[src/rtl/store_lane_buffer_if.sv]
`default_nettype none
// ============================================================================
//  Module  : store_lane_buffer_if
//  Brief   : Store request channel and data-memory write channel bundle.
//  Revision: 1.0
// ============================================================================
interface store_lane_buffer_if #(
    parameter int AW    = 32,
    parameter int DEPTH = 2
);
    logic                   st_valid;
    logic                   st_ready;
    logic [AW-1:0]          st_addr;
    logic [31:0]            st_data;
    logic [1:0]             st_size;
    logic                   st_misalign;
    logic [AW-1:0]          st_bad_addr;
    logic                   mem_wvalid;
    logic                   mem_wready;
    logic [AW-1:0]          mem_waddr;
    logic [31:0]            mem_wdata;
    logic [3:0]             mem_wbe;
    logic [$clog2(DEPTH):0] count;
    logic                   empty;

    modport master (
        output st_valid, st_addr, st_data, st_size, mem_wready,
        input  st_ready, st_misalign, st_bad_addr, mem_wvalid, mem_waddr,
               mem_wdata, mem_wbe, count, empty
    );

    modport slave (
        input  st_valid, st_addr, st_data, st_size, mem_wready,
        output st_ready, st_misalign, st_bad_addr, mem_wvalid, mem_waddr,
               mem_wdata, mem_wbe, count, empty
    );
endinterface
`default_nettype wire

[src/rtl/store_lane_buffer.sv]
`default_nettype none
// ============================================================================
//  Module  : store_lane_buffer
//  Brief   : Places SB/SH/SW data on byte lanes, buffers it and drains it to
//            data memory; rejects misaligned or illegal-size stores.
//  Revision: 1.0
// ============================================================================
module store_lane_buffer #(
    parameter int AW    = 32,
    parameter int DEPTH = 2
) (
    input  wire logic          clk,
    input  wire logic          rst,
    store_lane_buffer_if.slave bus
);
    localparam int                 c_PTR_W = $clog2(DEPTH);
    localparam logic [c_PTR_W:0]   c_FULL  = (c_PTR_W + 1)'(DEPTH);

    logic [AW-1:0]      r_addr [DEPTH];
    logic [31:0]        r_data [DEPTH];
    logic [3:0]         r_be   [DEPTH];
    logic [c_PTR_W-1:0] r_wr_ptr;
    logic [c_PTR_W-1:0] r_rd_ptr;
    logic [c_PTR_W:0]   r_count;
    logic               r_misalign;
    logic [AW-1:0]      r_bad_addr;

    logic               w_ready;
    logic               w_valid;
    logic               w_accept;
    logic               w_legal;
    logic               w_push;
    logic               w_pop;
    logic [31:0]        w_data;
    logic [3:0]         w_be;

    // Ready and valid come from registered occupancy only, so neither side
    // sees a combinational path from the other.
    assign w_ready  = (r_count < c_FULL);
    assign w_valid  = (r_count != '0);
    assign w_accept = bus.st_valid & w_ready;
    assign w_push   = w_accept & w_legal;
    assign w_pop    = w_valid & bus.mem_wready;

    always_comb begin
        w_legal = 1'b0;
        w_data  = 32'h0;
        w_be    = 4'b0000;
        case (bus.st_size)
            2'b00: begin
                w_legal = 1'b1;
                w_data  = {4{bus.st_data[7:0]}};
                w_be    = 4'b0001 << bus.st_addr[1:0];
            end
            2'b01: begin
                w_legal = ~bus.st_addr[0];
                w_data  = {2{bus.st_data[15:0]}};
                w_be    = bus.st_addr[1] ? 4'b1100 : 4'b0011;
            end
            2'b10: begin
                w_legal = (bus.st_addr[1:0] == 2'b00);
                w_data  = bus.st_data;
                w_be    = 4'b1111;
            end
            default: begin
                w_legal = 1'b0;
            end
        endcase
    end

    always_ff @(posedge clk or posedge rst) begin
        if (rst) begin
            r_wr_ptr   <= '0;
            r_rd_ptr   <= '0;
            r_count    <= '0;
            r_misalign <= 1'b0;
            r_bad_addr <= '0;
        end else begin
            if (w_push) begin
                r_wr_ptr <= r_wr_ptr + 1'b1;
            end
            if (w_pop) begin
                r_rd_ptr <= r_rd_ptr + 1'b1;
            end
            case ({w_push, w_pop})
                2'b10:   r_count <= r_count + 1'b1;
                2'b01:   r_count <= r_count - 1'b1;
                default: r_count <= r_count;
            endcase
            r_misalign <= w_accept & ~w_legal;
            if (w_accept & ~w_legal) begin
                r_bad_addr <= bus.st_addr;
            end
        end
    end

    // Entry storage needs no reset: outputs are masked whenever the FIFO is empty.
    always_ff @(posedge clk) begin
        if (w_push) begin
            r_addr[r_wr_ptr] <= {bus.st_addr[AW-1:2], 2'b00};
            r_data[r_wr_ptr] <= w_data;
            r_be[r_wr_ptr]   <= w_be;
        end
    end

    assign bus.st_ready    = w_ready;
    assign bus.st_misalign = r_misalign;
    assign bus.st_bad_addr = r_bad_addr;
    assign bus.mem_wvalid  = w_valid;
    assign bus.mem_waddr   = w_valid ? r_addr[r_rd_ptr] : '0;
    assign bus.mem_wdata   = w_valid ? r_data[r_rd_ptr] : 32'h0;
    assign bus.mem_wbe     = w_valid ? r_be[r_rd_ptr]   : 4'b0000;
    assign bus.count       = r_count;
    assign bus.empty       = (r_count == '0);
endmodule
`default_nettype wire

[src/flat_wrapper.sv]
// flat-port wrapper written by rule: the top's interface ports become plain ports
module store_lane_buffer_flat 
#(
    parameter int AW    = 32,
    parameter int DEPTH = 2
)
  (clk, rst, bus_st_valid, bus_st_addr, bus_st_data, bus_st_size, bus_mem_wready, bus_st_ready, bus_st_misalign, bus_st_bad_addr, bus_mem_wvalid, bus_mem_waddr, bus_mem_wdata, bus_mem_wbe, bus_count, bus_empty);
  store_lane_buffer_if #(.AW(AW), .DEPTH(DEPTH)) bus_i ();
  input  wire logic clk;
  input  wire logic rst;
  input wire logic [$bits(bus_i.st_valid)-1:0] bus_st_valid;
  input wire logic [$bits(bus_i.st_addr)-1:0] bus_st_addr;
  input wire logic [$bits(bus_i.st_data)-1:0] bus_st_data;
  input wire logic [$bits(bus_i.st_size)-1:0] bus_st_size;
  input wire logic [$bits(bus_i.mem_wready)-1:0] bus_mem_wready;
  output wire logic [$bits(bus_i.st_ready)-1:0] bus_st_ready;
  output wire logic [$bits(bus_i.st_misalign)-1:0] bus_st_misalign;
  output wire logic [$bits(bus_i.st_bad_addr)-1:0] bus_st_bad_addr;
  output wire logic [$bits(bus_i.mem_wvalid)-1:0] bus_mem_wvalid;
  output wire logic [$bits(bus_i.mem_waddr)-1:0] bus_mem_waddr;
  output wire logic [$bits(bus_i.mem_wdata)-1:0] bus_mem_wdata;
  output wire logic [$bits(bus_i.mem_wbe)-1:0] bus_mem_wbe;
  output wire logic [$bits(bus_i.count)-1:0] bus_count;
  output wire logic [$bits(bus_i.empty)-1:0] bus_empty;
  assign bus_i.st_valid = bus_st_valid;
  assign bus_i.st_addr = bus_st_addr;
  assign bus_i.st_data = bus_st_data;
  assign bus_i.st_size = bus_st_size;
  assign bus_i.mem_wready = bus_mem_wready;
  assign bus_st_ready = bus_i.st_ready;
  assign bus_st_misalign = bus_i.st_misalign;
  assign bus_st_bad_addr = bus_i.st_bad_addr;
  assign bus_mem_wvalid = bus_i.mem_wvalid;
  assign bus_mem_waddr = bus_i.mem_waddr;
  assign bus_mem_wdata = bus_i.mem_wdata;
  assign bus_mem_wbe = bus_i.mem_wbe;
  assign bus_count = bus_i.count;
  assign bus_empty = bus_i.empty;
  store_lane_buffer #(.AW(AW), .DEPTH(DEPTH)) u_core (.clk(clk), .rst(rst), .bus(bus_i));
endmodule
[config.mk]
export PLATFORM = sky130hd
export DESIGN_NAME = store_lane_buffer_flat
export DESIGN_NICKNAME = d
export VERILOG_FILES = /design/src/rtl/store_lane_buffer_if.sv /design/src/rtl/store_lane_buffer.sv /design/src/flat_wrapper.sv
export SDC_FILE = /design/constraint.sdc
export NUM_CORES = 1
export LEC_CHECK = 0
export BUFFER_PORTS_ARGS = -buffer_cell sky130_fd_sc_hd__buf_4
export CAP_MARGIN = 20
export CELL_PAD_IN_SITES_DETAIL_PLACEMENT = 0
export CELL_PAD_IN_SITES_GLOBAL_PLACEMENT = 1
export CORE_ASPECT_RATIO = 1.25
export CORE_MARGIN = 1
export CORE_UTILIZATION = 39
export DETAILED_ROUTE_END_ITERATION = 16
export PLACE_DENSITY_LB_ADDON = 0.3
export SLEW_MARGIN = 15
export SYNTH_ARGS = -nofsm -noshare
export SYNTH_HDL_FRONTEND = slang
export SYNTH_SLANG_ARGS = --single-unit
export TNS_END_PERCENT = 1
[constraint.sdc]
create_clock -name clk -period 4.1 [get_ports clk]
set_input_delay 0.615 -clock clk [delete_from_list [all_inputs] [get_ports clk]]
set_output_delay 0.615 -clock clk [all_outputs]
set_load 0.05 [all_outputs]
==> results of run 1 <==
==> layout make-up <==
class / instances / area [sq um] / share of cell area, %
multi-input cells: 256 / 1963 / 21.32
well taps: 224 / 280.3 / 3.043
clock inverters: 14 / 180.2 / 1.956
repair buffers: 181 / 1411 / 15.32
clock buffers: 18 / 429.2 / 4.660
flip-flops and latches: 169 / 4893 / 53.13
inverters: 14 / 52.55 / 0.5706
==> metal layers <==
layer  part of all wire (%)  vias up
met4                    1.3        0
li1                       -     2023
met5                      0        -
met1                     42     2082
met2                     52      135
met3                    4.5       14
==> final timing paths <==
| path | cells past startpoint | startpoint | to |
|---|---|---|---|
| setup / recovery | 4 | u_core.r_rd_ptr$_DFFE_PP0P_ | bus_mem_wdata[21] |
| setup reg to reg | 5 | u_core.bus.count[1]$_DFFE_PP0P_ | u_core.r_addr[1][3]$_DFFE_PP_ |
| min in group clk | 1 | bus_st_addr[29] | u_core.r_addr[0][27]$_DFFE_PP_ |
| max in group asynchronous | 3 | rst | u_core.r_rd_ptr$_DFFE_PP0P_ |
| hold reg to reg | 1 | u_core.bus.st_bad_addr[18]$_DFFE_PP0P_ | u_core.bus.st_bad_addr[18]$_DFFE_PP0P_ |
| hold / removal | 3 | rst | u_core.bus.st_bad_addr[23]$_DFFE_PP0P_ |
==> logic make-up (layout without fill, tap and decap cells) <==
group,count (synthesis),in the layout,synth area share (%)
AO/OA/AOI/OAI,46,46,3.995
XOR/XNOR,5,5,0.6187
adder cells (fa/ha/maj),1,1,0.1767
buffers and inverters,45,227,3.500
flip-flops,169,169,69.08
multiplexers,106,106,17.06
other,1,2,0.05298
AND/OR/NAND/NOR,96,96,5.515
==> stage by stage <==
stage / setup TNS, ns / hold slack [ns] / instances
after floorplan: -36.04 / 0.4681 / 470
after global placement: 0 / 0.4932 / 841
after detailed placement: 0 / 0.4945 / 842
after CTS: 0 / 0.3303 / 874
after global routing: 0 / 0.3555 / 876
final: 0 / 0.3297 / 876
==> critical path: cells and delay by family, from the launching register on <==
| family | cells | cell delay, ns |
|---|---|---|
| DFF | 1 | 0.78 |
| buffers and inverters | 2 | 0.59 |
| muxes | 1 | 0.33 |
| and+or+nand+nor | 1 | 0.09 |
==> flip-flops by register name (all words and copies together), names as in the netlist <==
signal                  cells
u_core.r_data              64
u_core.r_addr              60
u_core.bus.st_bad_addr     32
u_core.r_be                 8
u_core.bus.count            2
u_core.bus.st_misalign      1
u_core.r_rd_ptr             1
u_core.r_wr_ptr             1
==> synthesized netlist by cell type, types with 3 or more instances <==
| cell type | count | share of area, % |
|---|---|---|
| a21oi_1 | 13 | 0.92 |
| dfrtp_1 | 37 | 13 |
| o31ai_1 | 3 | 0.32 |
| clkbuf_1 | 11 | 0.58 |
| o21ai_0 | 13 | 0.92 |
| buf_1 | 4 | 0.21 |
| xnor2_1 | 4 | 0.49 |
| buf_12 | 3 | 0.85 |
| nor2_1 | 78 | 4.1 |
| inv_1 | 14 | 0.74 |
| nand2_1 | 9 | 0.48 |
| a21o_1 | 14 | 1.5 |
| edfxtp_1 | 132 | 56 |
| nor2b_1 | 3 | 0.27 |
| buf_4 | 3 | 0.32 |
| buf_2 | 9 | 0.64 |
| mux2_4 | 29 | 6.2 |
| mux2i_1 | 76 | 11 |
==> power by group through the flow <==
stage          logic [W]  registers (W)  clock network [W]
2_1_floorplan    0.00232        0.00295                  0
3_3_place_gp     0.00396        0.00242                  0
3_5_place_dp     0.00400        0.00243                  0
4_1_cts          0.00401        0.00240            0.00167
5_1_grt          0.00416        0.00243            0.00173
6_report         0.00397        0.00239            0.00163
==> flow_summary.yaml, run 1 <==
sta:
  setup_slack_ns: 1.247
  slew_headroom_pct: 30.44
  final-hold-violation-count: 0
  period_share_pct: 69.58
  worst_pin_slew_ns: 1.043
  finClkSkew_ns: 0.01217
  rsz0062_at_grt: "false"
  fmax_mhz: 350.5
  setup_viol: 0
  min_period_ns: 2.853
  drv_slew: 0
floorplanning:
  die_y_um: 152.6
  io_pins: 176
  die_area_sq_um: 18700
  rows: 54
  start_util_pct: 40.14
  die_w_um: 122.5
  fp.coreArea_sq_um: 17630
cts:
  postCtsSetupBuffers: 0
  cts_buffer_depth: 2
  cts_tree: "built"
  clkSinkCount: 169
  cts_hold_buf: 0
  ctsHtreeMaxLevel: 4
  cts_resized: 0
  clk_pin_slew_ns: 0.06
  root_buffer: "clkbuf_16"
  worstSkewPairLatency_ns: 0.42
  cts_buffers: 17
synth:
  yosysUniqueCellTypes: 32
  syn_area_sq_um: 7078
  postSynthCellCount: 469
  ys_ff_latch: 169
  synth_edf_count: 132
  synth_ff_type: "edfxtp_1"
  ys_async_sr_fraction_pct: 21.89
  ys.warnings.count: 0
  syn_area_per_cell_sq_um: 15.09
  synth_seq_area_share_pct: 69.08
worst_setup_path:
  worstPathRequired_ns: 3.48
  critical_path.max_fanout: 31
  crit_chain: "buf_4 > mux2i_1 > nor2_1 > buf_4"
  start_kind: "register"
  slowest_stage: "dfrtp_4"
  crit_path_end_kind: "output port"
  crit_type: "register to output port"
  max_stage_delay_ns: 0.78
  reg2reg_slack_ns: 1.53
  arrival_ns: 2.24
  crit_path_frequent_cell: "buf_4"
placed_design:
  place.gp.congestion: 0.7939
  dp_worst_setup_slack_ns: 0.7567
  dpl.hpwl_mm: 10.58
  io_buffers: 173
  place_area_sq_um: 8546
grt:
  grt_remaining_overflow: 0
  busiest_layer: "met2"
  grt_usage_pct: 16.64
  met3_usage_pct: 3.967
  first_global_vias: 4298
  met1_usage_pct: 20.33
  grt_pass1_wl_mm: 22.99
  grt_use_met2_pct: 28.46
  grt_max_degree: 44
  grt_antenna_before_repair: 0
drt:
  dr.pass1.iters: 4
  route.detailed.drc: 0
  via_per_inst: 4.856
  wl_per_cell_um: 17.33
  vias: 4254
  drtAntennaViolNets: 0
  drt_first_iter_violations: 241
  wirelength_mm: 15.18
pwr:
  power.density_nw_per_um2: 868.4
  switching_share_pct: 44.10
  switching_power_w: 0.003527
  power.leakage_nw: 4.026
  seqPwrFrac_pct: 29.9
  ir_worst_vdd_v: 0.0007788
  p_comb_share_pct: 49.7
  p_int_w: 0.004471
  pwr-share-clk_pct: 20.4
  total_power_w: 0.007998
outcome:
  run_status: "finished clean"
layout:
  layout.nets: 710
  utilization_pct: 52.23
  drive_gt1_share_pct: 38.04
  final_cell_mix: "178 x buf_4, 132 x edfxtp_1, 76 x nor2_1, 76 x mux2i_1, 36 x dfrtp_1"
  stdcell_area_sq_um: 9210
  flow.area_growth_from_synthesis_pct: 30.12
  mostFrequentLayoutCell: "buf_4"
  n_antenna_cell: 0
  n_fill_cell: 1508
min_path:
  holdCritPathClass: "primary input to asynchronous set/reset pin"
flow_run:
  max_cap_viol_count: 0
No activity file was read; power rests on OpenSTA's default activity.
==> run 2, diff against run 1 <==
--- a/config.mk
+++ b/config.mk
@@ -5,13 +5,14 @@
 export SDC_FILE = /design/constraint.sdc
 export NUM_CORES = 1
 export LEC_CHECK = 0
+export ABC_AREA = 1
 export BUFFER_PORTS_ARGS = -buffer_cell sky130_fd_sc_hd__buf_4
 export CAP_MARGIN = 20
 export CELL_PAD_IN_SITES_DETAIL_PLACEMENT = 0
 export CELL_PAD_IN_SITES_GLOBAL_PLACEMENT = 1
 export CORE_ASPECT_RATIO = 1.25
 export CORE_MARGIN = 1
-export CORE_UTILIZATION = 39
+export CORE_UTILIZATION = 37
 export DETAILED_ROUTE_END_ITERATION = 16
 export PLACE_DENSITY_LB_ADDON = 0.3
 export SLEW_MARGIN = 15
==> constraint.sdc (replaced) <==
create_clock -name clk -period 2.5 [get_ports clk]
set_input_delay 0.375 -clock clk [delete_from_list [all_inputs] [get_ports clk]]
set_output_delay 0.375 -clock clk [all_outputs]
set_load 0.05 [all_outputs]
==> run 2 against run 1 <==
  * Global-route usage increased by 2.1 points
  * Design area decreased by 1.5%
  * Worst setup slack worse by 0.99 ns
  * Worst hold slack lost 0.18 ns
  * Largest cell class unchanged
==> flow_summary.yaml, run 2 <==
sta:
  finClkSkew_ns: 0.009992
  final-hold-violation-count: 0
  fmax_mhz: 446.2
  rsz0062_at_grt: "false"
  slew_headroom_pct: 54.33
  drv_slew: 0
  setup_viol: 0
  period_share_pct: 89.64
  min_period_ns: 2.241
  worst_pin_slew_ns: 0.6827
synth:
  yosys-top-cells-area: "edfxtp_1 58%, dfrtp_1 14%, nand2_1 13%"
  ys.warnings.count: 0
  syn_area_per_cell_sq_um: 10.95
  syn_area_sq_um: 6843
  ys_ff_latch: 169
  synth_edf_count: 132
  synth_seq_area_share_pct: 71.46
  yosysUniqueCellTypes: 19
  synth.top_cell.area_share_pct: 57.93
  synth_ff_type: "edfxtp_1"
  ys_async_sr_fraction_pct: 21.89
  synth_top_area_cell: "edfxtp_1"
  synth_common_cells: "241 x nand2_1, 132 x edfxtp_1, 67 x a21oi_1"
  postSynthCellCount: 625
  synth_most_common_cell: "nand2_1"
layout:
  mostFrequentLayoutCell: "nand2_1"
  final_cell_mix: "241 x nand2_1, 181 x buf_4, 132 x edfxtp_1"
  top_register: "u_core.r_data"
  layout.cells.non_filler: 1039
  layout.nets: 869
  largest_register_ffs: 64
  n_antenna_cell: 0
  drive_gt1_share_pct: 28.24
  flow.area_growth_from_synthesis_pct: 32.58
worst_setup_path:
  cp_num_buf_inv: 3
  slowest_stage: "dfrtp_2"
  max_stage_delay_ns: 0.42
  start_kind: "register"
  reg2reg_from: "u_core.bus.count[1]$_DFFE_PP0P_"
  crit_type: "register to output port"
  r2r-end: "u_core.r_data[1][30]$_DFFE_PP_"
  reg2reg_slack_ns: 0.80
  crit_path_end_kind: "output port"
  critPathTopFamily: "buffers and inverters"
  critPathLaunch: "u_core.r_rd_ptr$_DFFE_PP0P_"
  arrival_ns: 1.87
  worstPathRequired_ns: 2.12
  critical_path.max_fanout: 33
  r2r_cells: 4
  crit_chain: "inv_2 > buf_12 > nand2_1 > a21oi_1 > buf_4"
grt:
  grt_usage_pct: 18.74
  first_global_vias: 5003
  grt_antenna_before_repair: 0
  grt_pass1_wl_mm: 26.80
  grt_max_degree: 67
  grt_remaining_overflow: 0
drt:
  drtAntennaViolNets: 0
  wl_per_cell_um: 16.93
  drt_first_iter_violations: 359
  dr.pass1.iters: 5
  via_per_inst: 4.954
  vias: 5147
  route.detailed.drc: 0
  wirelength_mm: 17.59
cts:
  clkSinkCount: 169
  cts_buffers: 17
  cts_resized: 0
  ctsHtreeMaxLevel: 4
  clk_pin_slew_ns: 0.07
  cts_tree: "built"
  worstSkewPairLatency_ns: 0.41
  cts_buffer_depth: 2
  root_buffer: "clkbuf_16"
  cts_hold_buf: 1
  postCtsSetupBuffers: 0
pwr:
  ir_worst_vdd_v: 0.0006782
  power.density_nw_per_um2: 1453
  power.leakage_nw: 3.902
  total_power_w: 0.01318
floorplanning:
  start_util_pct: 37.81
  rows: 55
  die_area_sq_um: 19050
  fp.coreArea_sq_um: 18100
  io_pins: 176
  die_w_um: 123.6
  die_y_um: 154.0
flow_run:
  max_cap_viol_count: 0
placed_design:
  dp_cells: 1006
  place.gp.congestion: 0.8511
  dpl.hpwl_mm: 11.77
  io_buffers: 173
min_path:
  holdCritPathClass: "primary input to register"
  min_from: "bus_st_addr[27]"
  hold_end: "u_core.r_addr[0][25]$_DFFE_PP_"
  min_path_cells: 1
outcome:
  run_status: "finished clean"
run 2: changes by cell type after synthesis, moves of 4 or more:
cell	delta
nand2_2	+4
mux2_4	-29
nor2_1	-62
inv_1	+8
a21o_1	-14
buf_2	+7
mux2i_1	-76
nand2_1	+232
buf_1	-4
a21oi_1	+54
nand3_1	+49
run 2: power breakdown:
part	leakage [nW]	switching (W)	internal (W)	total, W
Clock	0.273	0.00109	0.00151	0.00260
Combinational	1.97	0.00500	0.00180	0.00680
Sequential	1.66	0.000238	0.00354	0.00378
Total	3.90	0.00633	0.00685	0.0132
run 2: cells by family (layout without fill, tap and decap cells):
family          count (synthesis)  after routing  share of synthesized area (%)
xor+xnor                        3              3                         0.3841
other cells                     1              2                        0.05480
buf+inv                        58            243                          3.748
compound gates                 80             80                          5.851
flops                         169            169                          71.46
simple gates                  313            313                          18.32
fa+ha+maj                       1              1                         0.1828
run 2: cell type report:
type | count | area, sq um
multi-input cells | 399 | 1723
flip-flops and latches | 169 | 4891
inverters | 23 | 90.09
repair buffers | 188 | 1496
fillers | 1657 | 9026
clock inverters | 12 | 140.1
clock buffers | 20 | 446.7
well taps | 228 | 285.3
run 2: how the worst max path moves through the flow:
stage	to	slack, ns	cells after the start
2_1_floorplan	u_core.r_addr[1][0]$_DFFE_PP_	-0.11	3
4_1_cts	bus_mem_waddr[10]	0.24	5
3_5_place_dp	u_core.r_addr[1][11]$_DFFE_PP_	0.51	7
3_3_place_gp	u_core.r_addr[1][1]$_DFFE_PP_	0.57	5
5_1_grt	bus_mem_wbe[1]	0.12	4
6_report	bus_mem_wbe[1]	0.26	5
run 2: per-stage QoR:
step / cell area (sq um) / setup WS (ns) / hold WS [ns] / utilization (%) / TNS (ns)
3_5_place_dp: 8476 / 0.5110 / 0.4255 / 46.83 / 0
2_1_floorplan: 6858 / -0.1122 / 0.4419 / - / -7.558
5_1_grt: 9072 / 0.1168 / 0.1343 / 50.13 / 0
6_report: 9072 / 0.2590 / 0.1547 / 50.13 / 0
4_1_cts: 9072 / 0.2432 / 0.1398 / 50.13 / 0
3_3_place_gp: 8448 / 0.5699 / 0.4592 / 46.68 / 0
run 2: worst register-to-register path, stage by stage, from the launching register on:
cell and delay [ns]:
dfrtp_1 0.46, nor2_4 0.18, nand3_1 0.18, nor2_4 0.16, buf_12 0.34
run 2: metal layers:
layer / wire, um / share of wire [%] / GRT usage [%]
met5: 0 / 0 / 0
met2: 8869 / 50 / 32.01
met4: 416 / 2.4 / 7.114
met1: 6996 / 40 / 22.79
met3: 1303 / 7.4 / 4.117
==> run 3, diff against run 2 <==
--- a/config.mk
+++ b/config.mk
@@ -5,14 +5,13 @@
 export SDC_FILE = /design/constraint.sdc
 export NUM_CORES = 1
 export LEC_CHECK = 0
-export ABC_AREA = 1
 export BUFFER_PORTS_ARGS = -buffer_cell sky130_fd_sc_hd__buf_4
 export CAP_MARGIN = 20
 export CELL_PAD_IN_SITES_DETAIL_PLACEMENT = 0
 export CELL_PAD_IN_SITES_GLOBAL_PLACEMENT = 1
 export CORE_ASPECT_RATIO = 1.25
 export CORE_MARGIN = 1
-export CORE_UTILIZATION = 37
+export CORE_UTILIZATION = 39
 export DETAILED_ROUTE_END_ITERATION = 16
 export PLACE_DENSITY_LB_ADDON = 0.3
 export SLEW_MARGIN = 15
==> run 3 against run 2 <==
  * Register-to-register slack lost 0.16 ns
  * Critical path depth shrank 1
  * Flip-flop and latch count is the same
  * Design area grew 2.5%
  * Via count shrank 16%
  * Largest power group unchanged
  * Highest routed layer unchanged
==> flow_summary.yaml, run 3 (synthesis results as in run 1) <==
grt:
  first_global_vias: 4479
  grt_remaining_overflow: 0
  grt_antenna_before_repair: 0
  met3_usage_pct: 3.668
  busiest_layer: "met2"
  met1_usage_pct: 21.57
  grt_use_met2_pct: 27.85
  grt_max_degree: 67
  grt_pass1_wl_mm: 23.77
  grt_usage_pct: 17.09
sta:
  final-hold-violation-count: 0
  slew_headroom_pct: 38.93
  drv_slew: 0
  finClkSkew_ns: 0.01030
  holdWs_ns: 0.08909
  worst_pin_slew_ns: 0.9065
  fmax_mhz: 422.1
  period_share_pct: 94.77
  setup_viol: 0
  rsz0062_at_grt: "false"
  min_period_ns: 2.369
worst_setup_path:
  critical_path.max_fanout: 27
  crit_type: "register to output port"
  r2r_cells: 4
  start_kind: "register"
  crit_path_end_kind: "output port"
  arrival_ns: 1.99
  worstPathRequired_ns: 2.12
  reg2reg_slack_ns: 0.64
cts:
  postCtsSetupBuffers: 0
  clk_pin_slew_ns: 0.06
  cts_tree: "built"
  cts_resized: 0
  cts_hold_buf: 0
  cts_buffers: 17
  worstSkewPairLatency_ns: 0.42
  cts_buffer_depth: 2
  clkSinkCount: 169
  ctsHtreeMaxLevel: 4
  root_buffer: "clkbuf_16"
drt:
  via_per_inst: 4.889
  drt_first_iter_violations: 255
  wl_per_cell_um: 17.43
  dr.pass1.iters: 4
  wirelength_mm: 15.34
  vias: 4302
  drtAntennaViolNets: 0
  route.detailed.drc: 0
placed_design:
  place.gp.congestion: 0.7967
  dpl.hpwl_mm: 10.44
  io_buffers: 173
pwr:
  switching_power_w: 0.005830
  p_int_w: 0.007556
  power.leakage_nw: 4.080
  ir_worst_vdd_v: 0.0009001
  switching_share_pct: 43.55
  seqPwrFrac_pct: 29.3
  total_power_w: 0.01339
  power.density_nw_per_um2: 1440
  p_comb_share_pct: 49.2
  pwr-share-clk_pct: 21.6
layout:
  n_fill_cell: 1493
  flow.area_growth_from_synthesis_pct: 31.36
  drive_gt1_share_pct: 38.41
  layout.nets: 714
  largest_register_ffs: 64
  mostFrequentLayoutCell: "buf_4"
  n_antenna_cell: 0
  utilization_pct: 52.72
  final_cell_mix: "179 x buf_4, 132 x edfxtp_1, 76 x nor2_1, 76 x mux2i_1, 36 x dfrtp_1"
  top_register: "u_core.r_data"
floorplanning:
  die_y_um: 152.6
  start_util_pct: 40.14
  die_area_sq_um: 18700
  die_w_um: 122.5
  rows: 54
  io_pins: 176
  fp.coreArea_sq_um: 17630
min_path:
  holdCritPathClass: "primary input to asynchronous set/reset pin"
flow_run:
  max_cap_viol_count: 0
outcome:
  run_status: "finished clean"
[run 3: path summary, 6_finish.rpt]
kind	start	end
worst min register to register	u_core.bus.st_bad_addr[28]$_DFFE_PP0P_	u_core.bus.st_bad_addr[28]$_DFFE_PP0P_
max in group asynchronous	rst	u_core.bus.st_bad_addr[8]$_DFFE_PP0P_
min in group clk	bus_st_addr[25]	u_core.r_addr[0][23]$_DFFE_PP_
worst min-delay path	rst	u_core.bus.st_bad_addr[27]$_DFFE_PP0P_
worst max register to register	u_core.bus.count[1]$_DFFE_PP0P_	u_core.r_addr[1][5]$_DFFE_PP_
worst max-delay path	u_core.r_rd_ptr$_DFFE_PP0P_	bus_mem_waddr[16]
[run 3: final cells by class]
type                    instances  area, sq um  share of cell area [%]
clock buffers                  17        425.4                   4.575
flip-flops and latches        169         4893                   52.63
inverters                      14        52.55                  0.5652
repair buffers                185         1455                   15.65
clock inverters                15        230.2                   2.476
multi-input cells             256         1961                   21.09
well taps                     224        280.3                   3.014
[run 3: stage by stage]
stage | setup TNS [ns] | setup slack [ns] | std cells | instance area (sq um)
floorplan | -95.27 | -0.6881 | 470 | 7087
detailed placement | 0 | 0.4252 | 848 | 8638
CTS | 0 | 0.01110 | 880 | 9294
global placement | 0 | 0.4750 | 848 | 8638
global route | 0 | 0.02226 | 880 | 9298
finish | 0 | 0.1308 | 880 | 9298
[run 3: metal layers]
| layer | routed length (um) | vias to the layer above |
|---|---|---|
| li1 | - | 2035 |
| met1 | 6578 | 2107 |
| met2 | 7754 | 138 |
| met3 | 675 | 22 |
| met4 | 329 | 0 |
| met5 | 0 | - |
[run 3: power groups by stage]
stage | logic [W] | registers [W] | clock network, W
after floorplan | 0.00381 | 0.00482 | 0
after global placement | 0.00660 | 0.00395 | 0
after detailed placement | 0.00664 | 0.00397 | 0
after CTS | 0.00666 | 0.00393 | 0.00294
after global routing | 0.00689 | 0.00398 | 0.00306
final | 0.00658 | 0.00392 | 0.00289
[run 3: critical path, stage by stage, from the launching register on]
cell and delay [ns]:
dfrtp_4 0.75, buf_4 0.31, mux2i_1 0.24, nor2_1 0.06, buf_4 0.19
